File: src/rtl/uart_pkg.sv
// Shared definitions for the UART transmit arbiter: FSM encoding, default
// byte width and a constant-foldable ceil(log2) helper.
package uart_pkg;

  localparam int DATA_W_DEF = 8;

  typedef enum logic [2:0] {
    ARB_IDLE,
    ARB_GRANT,
    ARB_LAUNCH,
    ARB_WAIT_BUSY,
    ARB_WAIT_DONE
  } arb_state_e;

  // ceil(log2(value)); usable in parameter defaults
  function automatic int clog2(input int value);
    int r;
    r = 0;
    for (int v = value - 1; v > 0; v = v >> 1) r++;
    return r;
  endfunction

endpackage

File: src/rtl/uart_tx_arbiter_rr_pick.sv
// Round-robin picker: first valid requester after last_grant, wrapping.
module rr_pick
  import uart_pkg::*;
#(
  parameter int NUM_REQ = 4,
  parameter int IDX_W   = clog2(NUM_REQ)
) (
  input  logic [NUM_REQ-1:0] req_valid,
  input  logic [IDX_W-1:0]   last_grant,
  output logic [IDX_W-1:0]   idx,
  output logic               any
);

  // Walk the search order backwards so the nearest candidate is written last
  always_comb begin
    int cand;
    idx  = '0;
    any  = 1'b0;
    cand = 0;
    for (int off = NUM_REQ; off >= 1; off--) begin
      cand = (int'(last_grant) + off) % NUM_REQ;
      if (req_valid[cand[IDX_W-1:0]]) begin
        idx = cand[IDX_W-1:0];
        any = 1'b1;
      end
    end
  end

endmodule

File: src/rtl/uart_tx_arbiter.sv
// Shares one UART transmitter among NUM_REQ byte producers. Round-robin
// grants, bursts of up to BURST bytes per grant, start/busy handshake with a
// sticky timeout flag when the transmitter never acknowledges a launch.
module uart_tx_arbiter
  import uart_pkg::*;
#(
  parameter int NUM_REQ  = 4,
  parameter int DATA_W   = DATA_W_DEF,
  parameter int BURST    = 4,
  parameter int START_TO = 64,
  parameter int IDX_W    = clog2(NUM_REQ)
) (
  input  logic                      clk,
  input  logic                      reset,
  input  logic [NUM_REQ-1:0]        req_valid,
  input  logic [NUM_REQ*DATA_W-1:0] req_data,
  output logic [NUM_REQ-1:0]        req_ready,
  output logic                      tx_start,
  output logic [DATA_W-1:0]         tx_data,
  input  logic                      tx_busy,
  output logic [IDX_W-1:0]          grant_idx,
  output logic                      byte_done,
  output logic                      tx_timeout
);

  localparam int CNT_W = clog2(BURST + 1);
  localparam int TO_W  = clog2(START_TO + 1);
  localparam logic [IDX_W-1:0] LAST_RST = IDX_W'(NUM_REQ - 1);

  arb_state_e          state_q, state_d;
  logic [IDX_W-1:0]    last_grant_q, last_grant_d;
  logic [IDX_W-1:0]    grant_idx_q, grant_idx_d;
  logic [CNT_W-1:0]    burst_cnt_q, burst_cnt_d;
  logic [TO_W-1:0]     to_cnt_q, to_cnt_d;
  logic [DATA_W-1:0]   tx_data_q, tx_data_d;
  logic [NUM_REQ-1:0]  req_ready_q, req_ready_d;
  logic                tx_start_q, tx_start_d;
  logic                byte_done_q, byte_done_d;
  logic                tx_timeout_q, tx_timeout_d;

  logic [DATA_W-1:0]   data_arr [NUM_REQ];
  logic [IDX_W-1:0]    pick_idx;
  logic                pick_any;

  // Unpack the flat data bus into one byte per requester
  for (genvar gi = 0; gi < NUM_REQ; gi++) begin : g_slice
    assign data_arr[gi] = req_data[gi*DATA_W +: DATA_W];
  end

  rr_pick #(
    .NUM_REQ (NUM_REQ),
    .IDX_W   (IDX_W)
  ) u_pick (
    .req_valid  (req_valid),
    .last_grant (last_grant_q),
    .idx        (pick_idx),
    .any        (pick_any)
  );

  // Next-state, counters and registered outputs
  always_comb begin
    state_d      = state_q;
    last_grant_d = last_grant_q;
    grant_idx_d  = grant_idx_q;
    burst_cnt_d  = burst_cnt_q;
    to_cnt_d     = to_cnt_q;
    tx_data_d    = tx_data_q;
    tx_timeout_d = tx_timeout_q;
    req_ready_d  = '0;
    tx_start_d   = 1'b0;
    byte_done_d  = 1'b0;
    unique case (state_q)
      ARB_IDLE: begin
        if (|req_valid && !tx_busy) state_d = ARB_GRANT;
      end
      ARB_GRANT: begin
        // A request withdrawn since IDLE leaves nothing to pick
        if (pick_any) begin
          req_ready_d[pick_idx] = 1'b1;
          tx_data_d    = data_arr[pick_idx];
          grant_idx_d  = pick_idx;
          last_grant_d = pick_idx;
          burst_cnt_d  = CNT_W'(1);
          state_d      = ARB_LAUNCH;
        end else begin
          state_d = ARB_IDLE;
        end
      end
      ARB_LAUNCH: begin
        tx_start_d = 1'b1;
        to_cnt_d   = '0;
        state_d    = ARB_WAIT_BUSY;
      end
      ARB_WAIT_BUSY: begin
        // The launched byte is dropped if the transmitter never answers
        if (tx_busy) begin
          state_d = ARB_WAIT_DONE;
        end else if (to_cnt_q == TO_W'(START_TO - 1)) begin
          tx_timeout_d = 1'b1;
          state_d      = ARB_IDLE;
        end else begin
          to_cnt_d = to_cnt_q + TO_W'(1);
        end
      end
      ARB_WAIT_DONE: begin
        // Busy was high on entry, so the first low sample is the falling edge
        if (!tx_busy) begin
          byte_done_d = 1'b1;
          if (req_valid[grant_idx_q] && (burst_cnt_q < CNT_W'(BURST))) begin
            req_ready_d[grant_idx_q] = 1'b1;
            tx_data_d   = data_arr[grant_idx_q];
            burst_cnt_d = burst_cnt_q + CNT_W'(1);
            state_d     = ARB_LAUNCH;
          end else begin
            state_d = ARB_IDLE;
          end
        end
      end
      default: state_d = ARB_IDLE;
    endcase
  end

  // State and output registers with synchronous reset
  always_ff @(posedge clk) begin
    if (reset) begin
      state_q      <= ARB_IDLE;
      last_grant_q <= LAST_RST;
      grant_idx_q  <= '0;
      burst_cnt_q  <= '0;
      to_cnt_q     <= '0;
      tx_data_q    <= '0;
      req_ready_q  <= '0;
      tx_start_q   <= 1'b0;
      byte_done_q  <= 1'b0;
      tx_timeout_q <= 1'b0;
    end else begin
      state_q      <= state_d;
      last_grant_q <= last_grant_d;
      grant_idx_q  <= grant_idx_d;
      burst_cnt_q  <= burst_cnt_d;
      to_cnt_q     <= to_cnt_d;
      tx_data_q    <= tx_data_d;
      req_ready_q  <= req_ready_d;
      tx_start_q   <= tx_start_d;
      byte_done_q  <= byte_done_d;
      tx_timeout_q <= tx_timeout_d;
    end
  end

  assign req_ready  = req_ready_q;
  assign tx_start   = tx_start_q;
  assign tx_data    = tx_data_q;
  assign grant_idx  = grant_idx_q;
  assign byte_done  = byte_done_q;
  assign tx_timeout = tx_timeout_q;

endmodule

File: config.mk
export PLATFORM = sky130hd
export DESIGN_NAME = uart_tx_arbiter
export DESIGN_NICKNAME = d
export VERILOG_FILES = /design/src/rtl/uart_pkg.sv /design/src/rtl/uart_tx_arbiter_rr_pick.sv /design/src/rtl/uart_tx_arbiter.sv
export SDC_FILE = /design/constraint.sdc
export NUM_CORES = 1
export LEC_CHECK = 0
export ABC_AREA = 1
export CELL_PAD_IN_SITES_DETAIL_PLACEMENT = 1
export CELL_PAD_IN_SITES_GLOBAL_PLACEMENT = 2
export CORE_MARGIN = 8
export CORE_UTILIZATION = 24
export DETAILED_ROUTE_END_ITERATION = 7
export PLACE_DENSITY_LB_ADDON = 0.3
export SLEW_MARGIN = 20
export SYNTH_ARGS = -nofsm -noshare
export SYNTH_HDL_FRONTEND = slang
export SYNTH_HIERARCHICAL = 1
export SYNTH_SLANG_ARGS = --single-unit
File: constraint.sdc
create_clock -name clk -period 2.6 [get_ports clk]
set_input_delay 0.39 -clock clk [delete_from_list [all_inputs] [get_ports clk]]
set_output_delay 0.39 -clock clk [all_outputs]
set_load 0.01 [all_outputs]
### After elaboration in Yosys (flattened, before gate mapping)

Cells that the tools add are included.
Widths: inputs -> output; s select.

* output and inout bits: 17
* bits in registers: 32

* equal/unequal tests: 12
* $add $sub $neg: 6
* reductions and logical operators: 15
* order comparisons: 11
* mux-type cells: 52
* bitwise logic cells: 4

Operator list (count)
* $mux 8: 7
* $bmux 8 s2: 2
* $mux 3: 7
* $lt 2x3->1 const B: 6
* $pmux 8 s2: 1
* $pmux 3 s5: 1
* $mux 7: 2
* $pmux 7 s2: 1
* $mux 1: 13
* $mux 2: 6
* $mux 4: 3
* $ne 2x2->1 const B: 6
* $bmux 1 s2: 5
* $reduce_and 3->1: 3
* $pmux 4 s2: 1
* $add 7x1->7 const B: 1
* $eq 7x6->1 const B: 1
* $eq 3x2->1 const B: 2
* $ge 3x3->1 const B: 2
* $not 2->3: 2
* $pmux 3 s2: 1
* $add 2x1->2 const B: 2
* $add 2x2->2 const B: 2
* $demux 1 s2: 2
* other kinds (15): 21

### Logic depth before layout (Yosys ltp)

Gate-level depths: netlist of run 1.

* word-level depth: 13
* mapped depth: 19
* mapped depth without buffers: 17

### Cells and area by module

Netlist of run 1, hierarchy kept.

By module, submodules not included
* uart_tx_arbiter: area each 2000.7 um^2, sequential area each 640.6 um^2, times used 1, cells each 342
* rr_pick: area each 226.5 um^2, sequential area each 0.0 um^2, times used 1, cells each 49

### Worst setup path after synthesis of run 1

OpenSTA, ideal clock, no wires.

* path kind: reg2reg
* start point: reg last_grant_q[0]
* end point: reg tx_data_q[1] (netlist: tx_data[1])
* buffers on the path: 2
* stages on the path, launching flop included: 20
* period minus slack after synthesis: 1.822 ns
* path slack: 0.778 ns
* data arrival time: 1.709 ns
* cell sequence: dfxtp_1 -> buf_6 -> inv_8 -> nand2_1 -> nand2_1 -> nand2_1 -> nand2_1 -> nand2_1 -> nand3_1 -> nand2_1 -> buf_2 -> inv_1 -> nand2_1 -> clkinv_1 -> nand2_1 -> nand4_1 -> nand2_1 -> nand2_1 -> nor2_1 -> nor2_1

* word-level cells in the longest chain between the ends: 13
* elaborated cells between the ends (all ways): 28

Ends and longest elaborated chain
* start: declaration: RTL line uart_tx_arbiter.sv:31 `logic [IDX_W-1:0] last_grant_q, last_grant_d;`
* start signal: assignment: RTL line uart_tx_arbiter.sv:138 `last_grant_q <= last_grant_d;`
* $add 2x1->2: RTL line uart_tx_arbiter_rr_pick.sv:21 `cand = (int'(last_grant) + off) % NUM_REQ;`
* $bmux 1 s2: RTL line uart_tx_arbiter_rr_pick.sv:22 `if (req_valid[cand[IDX_W-1:0]]) begin`
* $mux 1 (implied by the code): RTL line uart_tx_arbiter_rr_pick.sv:22
* $mux 2 (3 in series): RTL line uart_tx_arbiter_rr_pick.sv:22
* $mux 2 (*): RTL line uart_tx_arbiter_rr_pick.sv:22
* via pick_idx[1]: RTL line uart_tx_arbiter.sv:42 `logic [IDX_W-1:0] pick_idx;`
* $not 2->3 (implied by the code) (*): RTL line uart_tx_arbiter.sv:80 `tx_data_d = data_arr[pick_idx];`
* $bmux 8 s2 (*): RTL line uart_tx_arbiter.sv:80
* $mux 8 (implied by the code) (*) (2 in series): RTL line uart_tx_arbiter.sv:80
* $mux 8 (*): RTL line uart_tx_arbiter.sv:78 `if (pick_any) begin`
* $pmux 8 s2 (*): RTL line uart_tx_arbiter.sv:72 `unique case (state_q)`
* end signal: assignment: RTL line uart_tx_arbiter.sv:142 `tx_data_q <= tx_data_d;`
* end: declaration: RTL line uart_tx_arbiter.sv:35 `logic [DATA_W-1:0] tx_data_q, tx_data_d;`

Mark *: on every way through the listed nets, which the timed path passes. The rest lies on a longest branch. The select of a mux whose other input is x is not followed.
A chain may end at the register's enable or synchronous reset.

### Worst setup path after layout of run 1

* start point: in req_valid[3]
* end point: reg tx_data_q[1] (netlist: tx_data[1])

* word-level cells in the longest chain between the ends: 12
* elaborated cells between the ends (all ways): 28

Ends and longest elaborated chain
* start: declaration: RTL line uart_tx_arbiter.sv:15 `input logic [NUM_REQ-1:0] req_valid,`
* $bmux 1 s2: RTL line uart_tx_arbiter_rr_pick.sv:22
* $mux 1 (implied by the code): RTL line uart_tx_arbiter_rr_pick.sv:22
* $mux 2 (3 in series): RTL line uart_tx_arbiter_rr_pick.sv:22
* $mux 2 (*): RTL line uart_tx_arbiter_rr_pick.sv:22
* via pick_idx[0]: RTL line uart_tx_arbiter.sv:42
* $not 2->3 (implied by the code) (*): RTL line uart_tx_arbiter.sv:80
* $bmux 8 s2 (*): RTL line uart_tx_arbiter.sv:80
* $mux 8 (implied by the code) (*) (2 in series): RTL line uart_tx_arbiter.sv:80
* $mux 8 (*): RTL line uart_tx_arbiter.sv:78
* $pmux 8 s2 (*): RTL line uart_tx_arbiter.sv:72

Marked as above.

==> results of run 1 <==
logic make-up after synthesis:
logic type	Yosys count
AOI/OAI and AO/OA	26
and+or+nand+nor	279
adders and majority gates	2
buffers and inverters	52
DFF	32
critical path, cell delays in order:
cell             delay, ps
clkdlybuf4s50_1        540
inv_1                   60
nand2_1                 70
nand3_1                100
nand2_1                 70
inv_1                   40
nand2_1                 60
nand2_1                 60
nand2_1                 50
nand2_1                100
buf_4                  180
nor2_1                 150
buf_4                  150
nand2_1                 50
nand4_1                 80
nand2_1                 50
nand2_1                110
nor2_1                  50
nor2_1                 110
sequential cells by signal, indices dropped and copies added (netlist names):
signal        cells
tx_data           8
grant_idx         2
to_cnt_q          7
tx_timeout        1
last_grant_q      2
state_q           3
burst_cnt_q       3
req_ready         4
byte_done         1
tx_start          1
report_power, final:
| group | internal, mW | leakage [nW] | total (mW) | switching, mW |
|---|---|---|---|---|
| Combinational | 0.374 | 1.07 | 0.896 | 0.522 |
| Sequential | 0.539 | 0.261 | 0.591 | 0.0523 |
| Clock | 0.285 | 0.0552 | 0.488 | 0.203 |
cell type report:
class	count	area share
clock buffer	6	0.0238
timing repair buffer	67	0.211
tap	111	0.0456
sequential	32	0.211
multi-input combinational	307	0.444
clock inverter	2	0.0115
inverter	41	0.0530
what timing repair did:
item	CTS	global route
resized for setup	0	1
setup endpoints to repair	0	1
endpoints found under the hold margin	0	0
hold buffers	0	0
worst min-delay path by stage:
stage / to / slack [ps] / depth (start not counted)
after floorplan: to_cnt_q[0] / 450 / 1
after global placement: tx_timeout / 460 / 2
after detailed placement: tx_timeout / 480 / 2
after CTS: to_cnt_q[1] / 490 / 2
after global routing: to_cnt_q[1] / 530 / 2
final: tx_timeout / 490 / 2
Yosys cell counts:
cell type    n
nor2_4       1
nor2_2       8
o21ai_0      6
and2_4       1
buf_6        4
nand3_1     21
ha_1         2
a211oi_1     1
nor3_1       1
nor3b_1      1
inv_2        4
buf_2        1
nand2_1    176
or2_2        1
nand2_2      9
clkbuf_1     6
inv_1       33
o21ai_1      1
nand4_1     17
o21ai_2      2
nand2_4      1
dfxtp_1     32
a31oi_1      1
a21oi_1     15
nor2_1      42
clkinv_1     3
inv_8        1
routing by layer:
| layer | vias up | wire length (um) | track usage |
|---|---|---|---|
| met1 | 1205 | 3870 | 0.154 |
| met4 | 0 | 91 | 0.0315 |
| met2 | 48 | 3880 | 0.236 |
| li1 | 1344 | - | - |
| met3 | 8 | 420 | 0.0419 |
| met5 | - | 0 | 0 |
metrics by stage:
| stage | hold WS, ps | util | area, um2 | setup WS [ps] | power, mW |
|---|---|---|---|---|---|
| after global placement | 464 | 0.322 | 2930 | 108 | 1.49 |
| after global routing | 534 | 0.334 | 3040 | 42.9 | 2.14 |
| after detailed placement | 479 | 0.322 | 2930 | 12.4 | 1.51 |
| after CTS | 491 | 0.334 | 3040 | 259 | 2.01 |
| final | 488 | 0.334 | 3040 | 343 | 1.97 |
| after floorplan | 454 | - | 2230 | 778 | 1.13 |
==> impl_metrics.csv, run 1 <==
group,metric,value,unit
placement,placed_cells,558,
critical_path,crit_type,"in -> reg",
die,io_pins,56,
sta,setup_tns,0,ps
critical_path,crit_path_start,"req_valid[3]",
route,num_vias,2605,
sta,hold_viol,0,
global_routing,grt_start_max_net_pins,21,
logic_synthesis,avgSynthCellArea,5.70,um2
worst_hold_path,worstHoldStart,"tx_timeout",
route,vias_per_cell,4.60,
layout,multi_input_area,1350,um2
layout,syn2layout_area_growth,36.6,%
layout,final_common_cell,"nand2_1",
clock_tree,cts_buffers,5,
global_routing,grt_usage,0.134,
logic_synthesis,synth_top_family_by_area,"simple AND/OR/NAND/NOR gates",
power,p_leak,1.38,nW
die,start_util,0.245,
sta,min_period,2260,ps
sta,fin_skew,7.57,ps
logic_synthesis,synth_nets,432,
route,drc,0,
placement,io_buffers,55,
critical_path,reg2reg_from,"last_grant_q[0]",
critical_path,cp.arrival,2480,ps
route,ant_nets,0,
logic_synthesis,synth-simple-area-share,0.533,
worst_hold_path,hold_path.class,"reg -> reg",
die,fp.dieArea,12600,um2
clock_tree,clock_path_buffers,2,
logic_synthesis,ys_warn_count,6,
route,wl,8250,um
die,fp.dieH,112,um
status,status,"complete, no violations",
layout,nNetsFinal,495,
power,ir_drop,0.167,mV
logic_synthesis,synthMuxAreaShare,0,
critical_path,cp-start-kind,"input pin",
critical_path,worstPathRequired,2820,ps
logic_synthesis,syn_area,2230,um2
logic_synthesis,yosys.area.top_type,"nand2_1",
logic_synthesis,yosysUniqueCellTypes,27,
sta,worst_slew_margin_rel,0.509,
clock_tree,root_buffer,"clkbuf_8",
route,wl_per_cell,14.6,um
clock_tree,clock-sinks,32,
critical_path,crit_end,"tx_data[1]",
logic_synthesis,yosys.area_share.xor_xnor,0,
power,power_per_cell_area,649,nW/um2
layout,drive_gt1_frac,0.105,
sta,fin_crit_sh,0.868,
logic_synthesis,yosys-top-cells-area,"nand2_1 (30%), dfxtp_1 (29%), nor2_1 (7.1%)",
placement,globalplace.congestion,0.855,
logic_synthesis,synthAdderAreaFrac,0.0112,
sta,slew_viol_final,0,
layout,n_fill_cell,1238,
critical_path,ff2ff_path_depth,18,
clock_tree,cts_tree,"built",
placement,post-dp-hpwl,6540,um
layout,num_antenna_cells,0,
critical_path,reg2reg_to,"tx_data[1]",
logic_synthesis,synth_seq_area_share,0.288,
die,die_x,112,um
clock_tree,post_cts_buffers,0,
critical_path,rrSetupSlack,460,ps
die,fp.coreArea,9110,um2
logic_synthesis,synth_seq_cells,32,
clock_tree,clkLatencyLatePin,290,ps
logic_synthesis,synth_cells,391,
layout,layout_common_cells,"nand2_1 (176), clkdlybuf4s50_1 (55), nor2_1 (42), inv_1 (33), dfxtp_1 (31)",
logic_synthesis,yosysTopAreaCellShare,0.297,
route,firstDrtPassIters,4,
global_routing,grt_pass1_wl,13600,um
sta,worst-slew-pin-transition,733,ps
layout,seq_area,642,um2
sta,setup_viol,0,
clock_tree,h-tree-depth,2,
logic_synthesis,synth-compound-area-share,0.0635,
sta,fmaxAchievable,443,MHz
global_routing,grt_overflow,0,
critical_path,crit_path_end_kind,"register",
job,maxCapViolations,0,
route,drtIter0Drc,66,
die,fp-row-count,35,
clock_tree,path_clk_slew,80,ps
global_routing,grt_pass1_vias,2766,
sta,rsz0062_at_grt,"no",
global_routing,antenna_found_initial,0,
layout,layout.cells.non_filler,566,
critical_path,cp_max_fo,5,
Note: power is estimated with default switching activity, not from simulation.
==> run 2: changes to the inputs <==
- TNS_END_PERCENT: default -> 20
==> results of run 2 <==
Final layout, timing and power as in run 1 (identical DEF).
